**src/rtl/wb_trace_buffer.sv**
```systemverilog
// Trace buffer that captures retired writeback values from the core into a
// show-ahead FIFO, with drop counting and an optional halt on the first drop.
module wb_trace_buffer #(
  parameter int DW           = 32,
  parameter int DEPTH        = 16,
  parameter int STOP_ON_FULL = 1
) (
  input  logic                     clk,
  input  logic                     reset,
  input  logic                     wb_valid,
  input  logic [DW-1:0]            WB_Data,
  input  logic                     capture_en,
  input  logic                     clear,
  input  logic                     rd_ready,
  output logic                     rd_valid,
  output logic [DW-1:0]            rd_data,
  output logic [$clog2(DEPTH):0]   count,
  output logic                     overflow,
  output logic [15:0]              drop_cnt,
  output logic [1:0]               state
);

  localparam int AW = $clog2(DEPTH);
  localparam logic [AW:0] FULL_CNT = (AW+1)'(DEPTH);

  typedef enum logic [1:0] {
    IDLE    = 2'd0,
    CAPTURE = 2'd1,
    HALT    = 2'd2
  } state_t;

  state_t          r_state;
  logic [DW-1:0]   r_mem [DEPTH];
  logic [AW-1:0]   r_wptr;
  logic [AW-1:0]   r_rptr;
  logic [AW:0]     r_count;
  logic            r_overflow;
  logic [15:0]     r_drop_cnt;

  logic            w_full;
  logic            w_pop;
  logic            w_push;
  logic            w_drop;

  // A pop frees a slot in the same cycle, so a full FIFO can still accept a push.
  assign w_full = (r_count == FULL_CNT);
  assign w_pop  = (r_count != '0) && rd_ready;
  assign w_push = (r_state == CAPTURE) && wb_valid && (!w_full || w_pop);
  assign w_drop = (r_state == CAPTURE) && wb_valid && w_full && !w_pop;

  always_ff @(posedge clk or posedge reset) begin
    if (reset) begin
      r_state    <= IDLE;
      r_wptr     <= '0;
      r_rptr     <= '0;
      r_count    <= '0;
      r_overflow <= 1'b0;
      r_drop_cnt <= '0;
    end else if (clear) begin
      r_state    <= IDLE;
      r_wptr     <= '0;
      r_rptr     <= '0;
      r_count    <= '0;
      r_overflow <= 1'b0;
      r_drop_cnt <= '0;
    end else begin
      if (w_push) r_wptr <= r_wptr + AW'(1);
      if (w_pop)  r_rptr <= r_rptr + AW'(1);
      case ({w_push, w_pop})
        2'b10:   r_count <= r_count + (AW+1)'(1);
        2'b01:   r_count <= r_count - (AW+1)'(1);
        default: r_count <= r_count;
      endcase
      if (w_drop) begin
        r_overflow <= 1'b1;
        if (r_drop_cnt != 16'hFFFF) r_drop_cnt <= r_drop_cnt + 16'd1;
      end
      case (r_state)
        IDLE:    if (capture_en) r_state <= CAPTURE;
        CAPTURE: begin
          if (w_drop && (STOP_ON_FULL != 0)) r_state <= HALT;
          else if (!capture_en)              r_state <= IDLE;
        end
        HALT:    r_state <= HALT;
        default: r_state <= IDLE;
      endcase
    end
  end

  // Storage needs no reset; pointers and count define which entries are live.
  always_ff @(posedge clk) begin
    if (w_push && !clear && !reset) r_mem[r_wptr] <= WB_Data;
  end

  assign rd_valid = (r_count != '0);
  assign rd_data  = (reset || !rd_valid) ? '0 : r_mem[r_rptr];
  assign count    = r_count;
  assign overflow = r_overflow;
  assign drop_cnt = r_drop_cnt;
  assign state    = r_state;

endmodule

```
**config.mk**
```make
export PLATFORM = sky130hd
export DESIGN_NAME = wb_trace_buffer
export DESIGN_NICKNAME = d
export VERILOG_FILES = /design/src/rtl/wb_trace_buffer.sv
export SDC_FILE = /design/constraint.sdc
export NUM_CORES = 1
export LEC_CHECK = 0
export ABC_AREA = 0
export CAP_MARGIN = 20
export CORE_MARGIN = 5
export CORE_UTILIZATION = 54
export CTS_CLUSTER_DIAMETER = 50
export DETAILED_ROUTE_END_ITERATION = 8
export PLACE_DENSITY = 0.75
export SYNTH_ARGS = -nofsm -noshare
export SYNTH_HDL_FRONTEND = slang
export SYNTH_SLANG_ARGS = --single-unit
export TNS_END_PERCENT = 100
```
**constraint.sdc**
```tcl
create_clock -name clk -period 4.3 [get_ports clk]
set_input_delay 0.43 -clock clk [delete_from_list [all_inputs] [get_ports clk]]
set_output_delay 0.43 -clock clk [all_outputs]
set_load 0.02 [all_outputs]
```
==> results of run 1 <==
-- path summary, 6_finish.rpt --
kind | from | depth (start not counted) | end | slack [ns]
worst min-delay path | reset | 2 | r_wptr[0]$_DFFE_PP0P_ | 0.20
worst max register to register | state[1]$_DFFE_PP0P_ | 6 | r_mem[6][7]$_DFFE_PP_ | 1.55
worst min register to register | overflow$_DFFE_PP0P_ | 2 | overflow$_DFFE_PP0P_ | 0.53
worst max-delay path | count[1]$_DFFE_PP0P_ | 5 | rd_data[16] | 0.37
min in group clk | capture_en | 2 | state[0]$_DFFE_PP0P_ | 0.43
max in group asynchronous | reset | 3 | r_rptr[2]$_DFFE_PP0P_ | 3.30
-- power breakdown --
group	switching [mW]	internal, mW	total [mW]
combinational	0.922	0.926	1.85
sequential	0.0458	5.82	5.87
clock	1.99	2.54	4.52
-- flip-flops by register name, indices dropped and copies added (netlist names) --
signal / count
r_mem: 512
drop_cnt: 16
count: 5
r_rptr: 4
r_wptr: 4
state: 2
overflow: 1
-- final cells by class --
class                           count  area share
Inverter                            9     0.00136
Clock buffer                       69      0.0582
Tap cell                          518      0.0260
Sequential cell                   544       0.650
Clock inverter                     30      0.0108
Timing Repair Buffer              128      0.0525
Multi-Input combinational cell    359       0.201
Antenna cell                        1    0.000100
-- metal layers --
metal	share of wire	routed length [µm]	global-route usage	up-vias
met5	0.00026	12	0	-
met4	0.022	1030	0.0502	2
met3	0.060	2750	0.0393	82
met2	0.51	23600	0.356	356
met1	0.41	18700	0.297	5458
li1	-	-	-	4308
-- synth_stat cells, types with 2 or more instances --
master                        n
sky130_fd_sc_hd__a32oi_1      2
sky130_fd_sc_hd__buf_2       11
sky130_fd_sc_hd__xnor2_1     17
sky130_fd_sc_hd__inv_1        9
sky130_fd_sc_hd__xor2_1       5
sky130_fd_sc_hd__a21oi_1      4
sky130_fd_sc_hd__dfrtp_1     32
sky130_fd_sc_hd__or3_1        3
sky130_fd_sc_hd__nor4_1       4
sky130_fd_sc_hd__clkbuf_1    30
sky130_fd_sc_hd__mux2i_1      3
sky130_fd_sc_hd__nor4_2       3
sky130_fd_sc_hd__nor3_1       5
sky130_fd_sc_hd__ha_1         8
sky130_fd_sc_hd__edfxtp_1   512
sky130_fd_sc_hd__nand2_1     18
sky130_fd_sc_hd__nand4_1      3
sky130_fd_sc_hd__nor3b_1      2
sky130_fd_sc_hd__o21ai_1      2
sky130_fd_sc_hd__buf_1       10
sky130_fd_sc_hd__nor2_1      44
sky130_fd_sc_hd__nand2b_1     2
sky130_fd_sc_hd__and3_1      37
sky130_fd_sc_hd__mux4_2     160
sky130_fd_sc_hd__nand3_1     10
sky130_fd_sc_hd__a2111oi_2    4
sky130_fd_sc_hd__a211oi_2     4
sky130_fd_sc_hd__buf_6        3
sky130_fd_sc_hd__o21ai_0      5
sky130_fd_sc_hd__a211oi_1     3
-- per-stage QoR --
stage / area (µm²) / worst slack, ns / TNS (ns) / hold slack [ns] / util
floorplan: 21300 / -0.232 / -14.82 / 0.529 / -
global placement: 23200 / 1.09 / 0 / 0.510 / 0.596
detailed placement: 23200 / 1.02 / 0 / 0.521 / 0.596
CTS: 24900 / 0.367 / 0 / 0.176 / 0.640
global route: 24900 / 0.320 / 0 / 0.218 / 0.640
finish: 24900 / 0.371 / 0 / 0.199 / 0.640
-- worst register-to-register path: cells and delay by family, from the launching register on --
kind,cells,cell delay (ns)
AND/OR/NAND/NOR,4,1.38
flip-flops,1,0.44
buffers and inverters,1,0.38
AO/OA/AOI/OAI,1,0.23
-- cell usage in the layout, fill, tap and decap left out, types with 5 or more instances in the layout --
cell	instances
sky130_fd_sc_hd__buf_4	25
sky130_fd_sc_hd__clkinv_1	9
sky130_fd_sc_hd__mux4_2	160
sky130_fd_sc_hd__nand2_1	18
sky130_fd_sc_hd__clkbuf_16	56
sky130_fd_sc_hd__nor2_4	14
sky130_fd_sc_hd__xnor2_1	17
sky130_fd_sc_hd__nor3_1	5
sky130_fd_sc_hd__nor2_1	30
sky130_fd_sc_hd__buf_12	9
sky130_fd_sc_hd__clkinv_4	5
sky130_fd_sc_hd__clkbuf_1	13
sky130_fd_sc_hd__inv_1	8
sky130_fd_sc_hd__dfrtp_1	28
sky130_fd_sc_hd__o21ai_0	5
sky130_fd_sc_hd__clkinv_2	8
sky130_fd_sc_hd__ha_1	8
sky130_fd_sc_hd__nor4_2	5
sky130_fd_sc_hd__nand3_1	10
sky130_fd_sc_hd__and3_1	37
sky130_fd_sc_hd__edfxtp_1	512
sky130_fd_sc_hd__xor2_1	5
sky130_fd_sc_hd__clkdlybuf4s50_1	94
-- kinds of logic (layout without fill, tap and decap cells) --
group | Yosys count | count (layout)
XOR/XNOR | 22 | 22
other | 0 | 1
AND/OR/NAND/NOR | 137 | 137
AO/OA/AOI/OAI | 28 | 28
buffers and inverters | 63 | 236
flip-flops | 544 | 544
multiplexers | 164 | 164
adder cells (fa/ha/maj) | 8 | 8
==> flow_metrics.tcl, run 1 <==
set metrics [dict create \
    outcome "completed" \
    dieWidth_um 209 \
    synth-edff-count 512 \
    final_period_minus_worst_setup_slack_ns 3.93 \
    synth_area_leaders "sky130_fd_sc_hd__edfxtp_1 (72%), sky130_fd_sc_hd__mux4_2 (17%), sky130_fd_sc_hd__dfrtp_1 (3.8%), sky130_fd_sc_hd__and3_1 (1.1%), sky130_fd_sc_hd__nor2_1 (0.77%)" \
    transition_time_of_the_tightest_slew_check_pin_ns 0.951 \
    power_density_nw_per_um2 491 \
    global_route_wire_length_before_repair_um 69100 \
    port_buffers 94 \
    io-pin-count 95 \
    worstPathRequired_ns 3.87 \
    antenna_found_initial 3 \
    synthArstFlopShare 0.0588 \
    drv.max_cap_violation_count 0 \
    routed_via_count 10206 \
    synthMuxAreaShare 0.171 \
    cts.reportedPaths.clkPinSlew_ns 0.06 \
    number_of_warnings_reported_in_the_yosys_synthesis_log 0 \
    synthesized_area_fraction_occupied_by_ao_oa_aoi_and_oai_cells 0.0111 \
    tritoncts "done" \
    syn_avg_cell_area_um2 22.1 \
    synth_seq_area_share 0.758 \
    synth_top_area_share 0.720 \
    slew_violations 0 \
    drtIter0Drc 905 \
    drive_gt1_frac 0.269 \
    h-tree-depth 2 \
    worst_path_largest_cell_delay_ns 0.64 \
    cell_chain_of_the_critical_path "nor4_1 > nand2_1 > buf_4 > and3_1 > clkdlybuf4s50_1" \
    route.antenna.remaining_nets 0 \
    synthSimpleGateAreaFrac 0.0338 \
    ir_worst_vdd_mv 0.384 \
    hold_buffers_post_cts 0 \
    std_cell_rows 72 \
    wl_um 46100 \
    leakage_power_summed_over_all_cells_nw 7.76 \
    skew_ns 0.0216 \
    area_of_the_mapped_netlist_um2 21300 \
    first_pass_iters 5 \
    timing.final.hold_violations 0 \
    timing.final.setup_violations 0 \
    crit_path_top_delay_cell "sky130_fd_sc_hd__nand2_1" \
    detail_route.vias_per_cell 6.16 \
    vert_die_dim_um 209 \
    detail_route.wl_per_cell_um 27.8 \
    syn_to_final_growth_pct 16.7 \
    place.gp.congestion 0.753 \
    design.die.area_um2 43600 \
    synth_fp_nets 1012 \
    worst_setup_path_end_kind "output pin" \
    critical_path_arrival_ns 3.50 \
    path_max_fanout 20 \
    grt_pass1_vias 10684 \
    worstHoldPathType "input port to async pin" \
    synthesis.instances 966 \
    grt_use_total 0.212 \
    rsz_0062_raised_after_global_routing "no" \
    sequential_standard_cell_area_um2 16200 \
    total_power_mw 12.2 \
    synthAdderAreaFrac 0.00469 \
    fin_crit_sh 0.914 \
    dp_hpwl_um 23500 \
    fillers 2574 \
    max_root_sink_buffers 3 \
    max_freq_mhz 255 \
    final-instance-count-excl-fill 1658 \
    tritoncts_num_sinks 544 \
    crit_type "flop to output pin" \
    floorplan.initialDensity 0.548 \
    detail_route.drc_violations 0 \
    insertion_delay_ns 0.61 \
    path_delay_family "simple AND/OR/NAND/NOR gates" \
    synthFlopType "sky130_fd_sc_hd__edfxtp_1" \
    cp_num_buf_inv 2 \
    core_region_area_um2 38900 \
    cts_setup_buffers 0 \
    synth_xor_xnor_area_share 0.00903 \
    grt.overflow.total 0 \
    cts_root_buf "sky130_fd_sc_hd__clkbuf_16" \
    relSlewSlack 0.366 \
    post_cts_resize_count 0 \
    numPlacedInstances 1558 \
    final_nets 1143 \
    synth_top_family_by_area "multiplexers" \
    synth_seq_cells 544 \
    yosys.area.top_type "sky130_fd_sc_hd__edfxtp_1" \
    cts-buffers-inserted 55 \
    multi_input_area_um2 5010 \
    grt_max_degree 80 \
    worst_setup_path_start_kind "flop" \
    post_synthesis_cell_type_count 41 \
]
No activity file was read; power rests on OpenSTA's default activity.
==> inputs of run 2 (changes only) <==
==> constraint.sdc (replaced) <==
create_clock -name clk -period 3.25 [get_ports clk]
set_input_delay 0.325 -clock clk [delete_from_list [all_inputs] [get_ports clk]]
set_output_delay 0.325 -clock clk [all_outputs]
set_load 0.02 [all_outputs]
==> flow_metrics.tcl, run 2 (same netlist as run 1, synthesis figures left out) <==
set metrics [dict create \
    outcome "completed" \
    placement.cell_area_um2 23600 \
    worst_path_largest_cell_delay_ns 0.51 \
    most_used_routing_layer_in_global_routing "met2" \
    timing.final.setup_violations 0 \
    final-instance-count-excl-fill 1722 \
    core_region_area_um2 38900 \
    leakage_power_summed_over_all_cells_nw 8.26 \
    std_cell_rows 72 \
    max_root_sink_buffers 3 \
    antenna_found_initial 2 \
    power.share.clock 0.364 \
    design.die.area_um2 43600 \
    share_comb_of_total_power 0.172 \
    numPlacedInstances 1585 \
    cp_num_buf_inv 4 \
    timing.final.hold_violations 0 \
    wl_um 48100 \
    groute.layer.met3.usage 0.0382 \
    syn_to_final_growth_pct 20.8 \
    h-tree-depth 2 \
    switching_share 0.243 \
    grt.met2_usage 0.363 \
    relSlewSlack 0.502 \
    transition_time_of_the_tightest_slew_check_pin_ns 0.747 \
    grt_use_met1 0.301 \
    power_density_nw_per_um2 649 \
    largest_register_ffs 512 \
    grt.overflow.total 0 \
    grt_max_degree 49 \
    cts.reportedPaths.clkPinSlew_ns 0.06 \
    place.gp.congestion 0.767 \
    cell_chain_of_the_critical_path "buf_12 > buf_6 > clkbuf_16 > mux4_2 > mux4_2 > and3_1 > buf_2" \
    grt_pass1_vias 10823 \
    route.antenna.remaining_nets 0 \
    drive_gt1_frac 0.335 \
    most_frequent_cells_in_the_layout "sky130_fd_sc_hd__edfxtp_1 (512), sky130_fd_sc_hd__mux4_2 (160), sky130_fd_sc_hd__clkdlybuf4s50_1 (62)" \
    final_nets 1203 \
    crit_path_top_delay_cell "sky130_fd_sc_hd__mux4_2" \
    worst_setup_path_start_kind "flop" \
    postLayoutCoreUtil 0.663 \
    fillers 2509 \
    dp_hpwl_um 25400 \
    critical_path_arrival_ns 2.89 \
    cts_root_buf "sky130_fd_sc_hd__clkbuf_16" \
    critPathMostFrequentCell "sky130_fd_sc_hd__mux4_2" \
    vert_die_dim_um 209 \
    power_switching_mw 4.08 \
    detail_route.wl_per_cell_um 27.9 \
    io-pin-count 95 \
    worst_setup_path_end_kind "output pin" \
    skew_ns 0.0244 \
    path_delay_family "multiplexers" \
    rsz_0062_raised_after_global_routing "yes" \
    worstPathRequired_ns 2.92 \
    first_pass_iters 5 \
    final_period_minus_worst_setup_slack_ns 3.22 \
    tritoncts_num_sinks 544 \
    worstHoldPathType "input port to async pin" \
    slew_violations 0 \
    detail_route.drc_violations 0 \
    grt_use_total 0.219 \
    path_max_fanout 8 \
    cts-buffers-inserted 56 \
    max_freq_mhz 311 \
    drv.max_cap_violation_count 0 \
    fin_crit_sh 0.990 \
    postLayoutCellArea_um2 25800 \
    dieWidth_um 209 \
    ir_worst_vdd_mv 0.498 \
    sequentialPowerShare 0.464 \
    routed_via_count 10541 \
    tritoncts "done" \
    drtIter0Drc 999 \
    detail_route.vias_per_cell 6.12 \
    total_power_mw 16.7 \
    global_route_wire_length_before_repair_um 70700 \
    internal_power_mw 12.7 \
    most_flops_register "r_mem" \
    mostFrequentLayoutCell "sky130_fd_sc_hd__edfxtp_1" \
    crit_type "flop to output pin" \
    port_buffers 94 \
    hold_buffers_post_cts 0 \
    insertion_delay_ns 0.62 \
    floorplan.initialDensity 0.548 \
]
-- run 2: path summary, 6_finish.rpt --
check,from,end,slack [ns],cells after the start
worst min register to register,overflow$_DFFE_PP0P_,overflow$_DFFE_PP0P_,0.52,2
min in group clk,capture_en,state[0]$_DFFE_PP0P_,0.34,2
max in group asynchronous,reset,drop_cnt[11]$_DFFE_PP0P_,2.53,4
worst max register to register,count[1]$_DFFE_PP0P_,r_mem[7][15]$_DFFE_PP_,0.55,6
worst min-delay path,reset,drop_cnt[0]$_DFFE_PP0P_,0.1,3
worst max-delay path,r_rptr[0]$_DFFE_PP0P_,rd_data[31],0.03,7
-- run 2: worst register-to-register path, stage by stage, from the launching register on --
cell and delay (ns):
sky130_fd_sc_hd__dfrtp_1 0.47, sky130_fd_sc_hd__or4_4 0.56, sky130_fd_sc_hd__o21ai_1 0.58, sky130_fd_sc_hd__nor3b_1 0.15
sky130_fd_sc_hd__nand2_1 0.30, sky130_fd_sc_hd__nor2_4 0.17, sky130_fd_sc_hd__buf_4 0.23
-- run 2: power groups by stage --
stage	Combinational [mW]	Clock (mW)	Sequential (mW)
2_1_floorplan	1.63	0	7.91
4_1_cts	2.77	6.20	7.76
6_report	2.88	6.10	7.76
3_3_place_gp	2.56	0	7.90
3_5_place_dp	2.58	0	7.91
5_1_grt	3.08	6.55	7.76
-- run 2: layer usage --
| metal | up-vias | wire, µm |
|---|---|---|
| li1 | 4438 | - |
| met1 | 5556 | 18700 |
| met5 | - | 13 |
| met4 | 2 | 1450 |
| met2 | 456 | 24600 |
| met3 | 89 | 3320 |
-- run 2: area by class of cell --
cell class | count | area [µm²] | share of cell area
clock buffer | 73 | 1490 | 0.0576
sequential | 544 | 16200 | 0.628
clock inverter | 31 | 277 | 0.0107
multi-input combinational | 359 | 5040 | 0.196
tap | 518 | 648 | 0.0251
inverter | 9 | 33.8 | 0.00131
antenna | 1 | 2.50 | 0.0000970
timing repair buffer | 187 | 2110 | 0.0818
-- run 2: timing repair --
action,CTS,global route
endpoints found under the hold margin,0,0
cloned,4,4
buffers inserted,10,15
endpoints found under the setup margin,32,27
resized for setup,114,34
-- run 2: stage by stage --
step / setup WS [ns] / hold slack (ns) / setup TNS, ns
2_1_floorplan: -1.28 / 0.424 / -82.02
6_report: 0.0323 / 0.0983 / 0
3_3_place_gp: 0.292 / 0.506 / 0
3_5_place_dp: 0.277 / 0.520 / 0
4_1_cts: -0.0905 / 0.0733 / -0.343
5_1_grt: -0.0430 / 0.0941 / -0.149
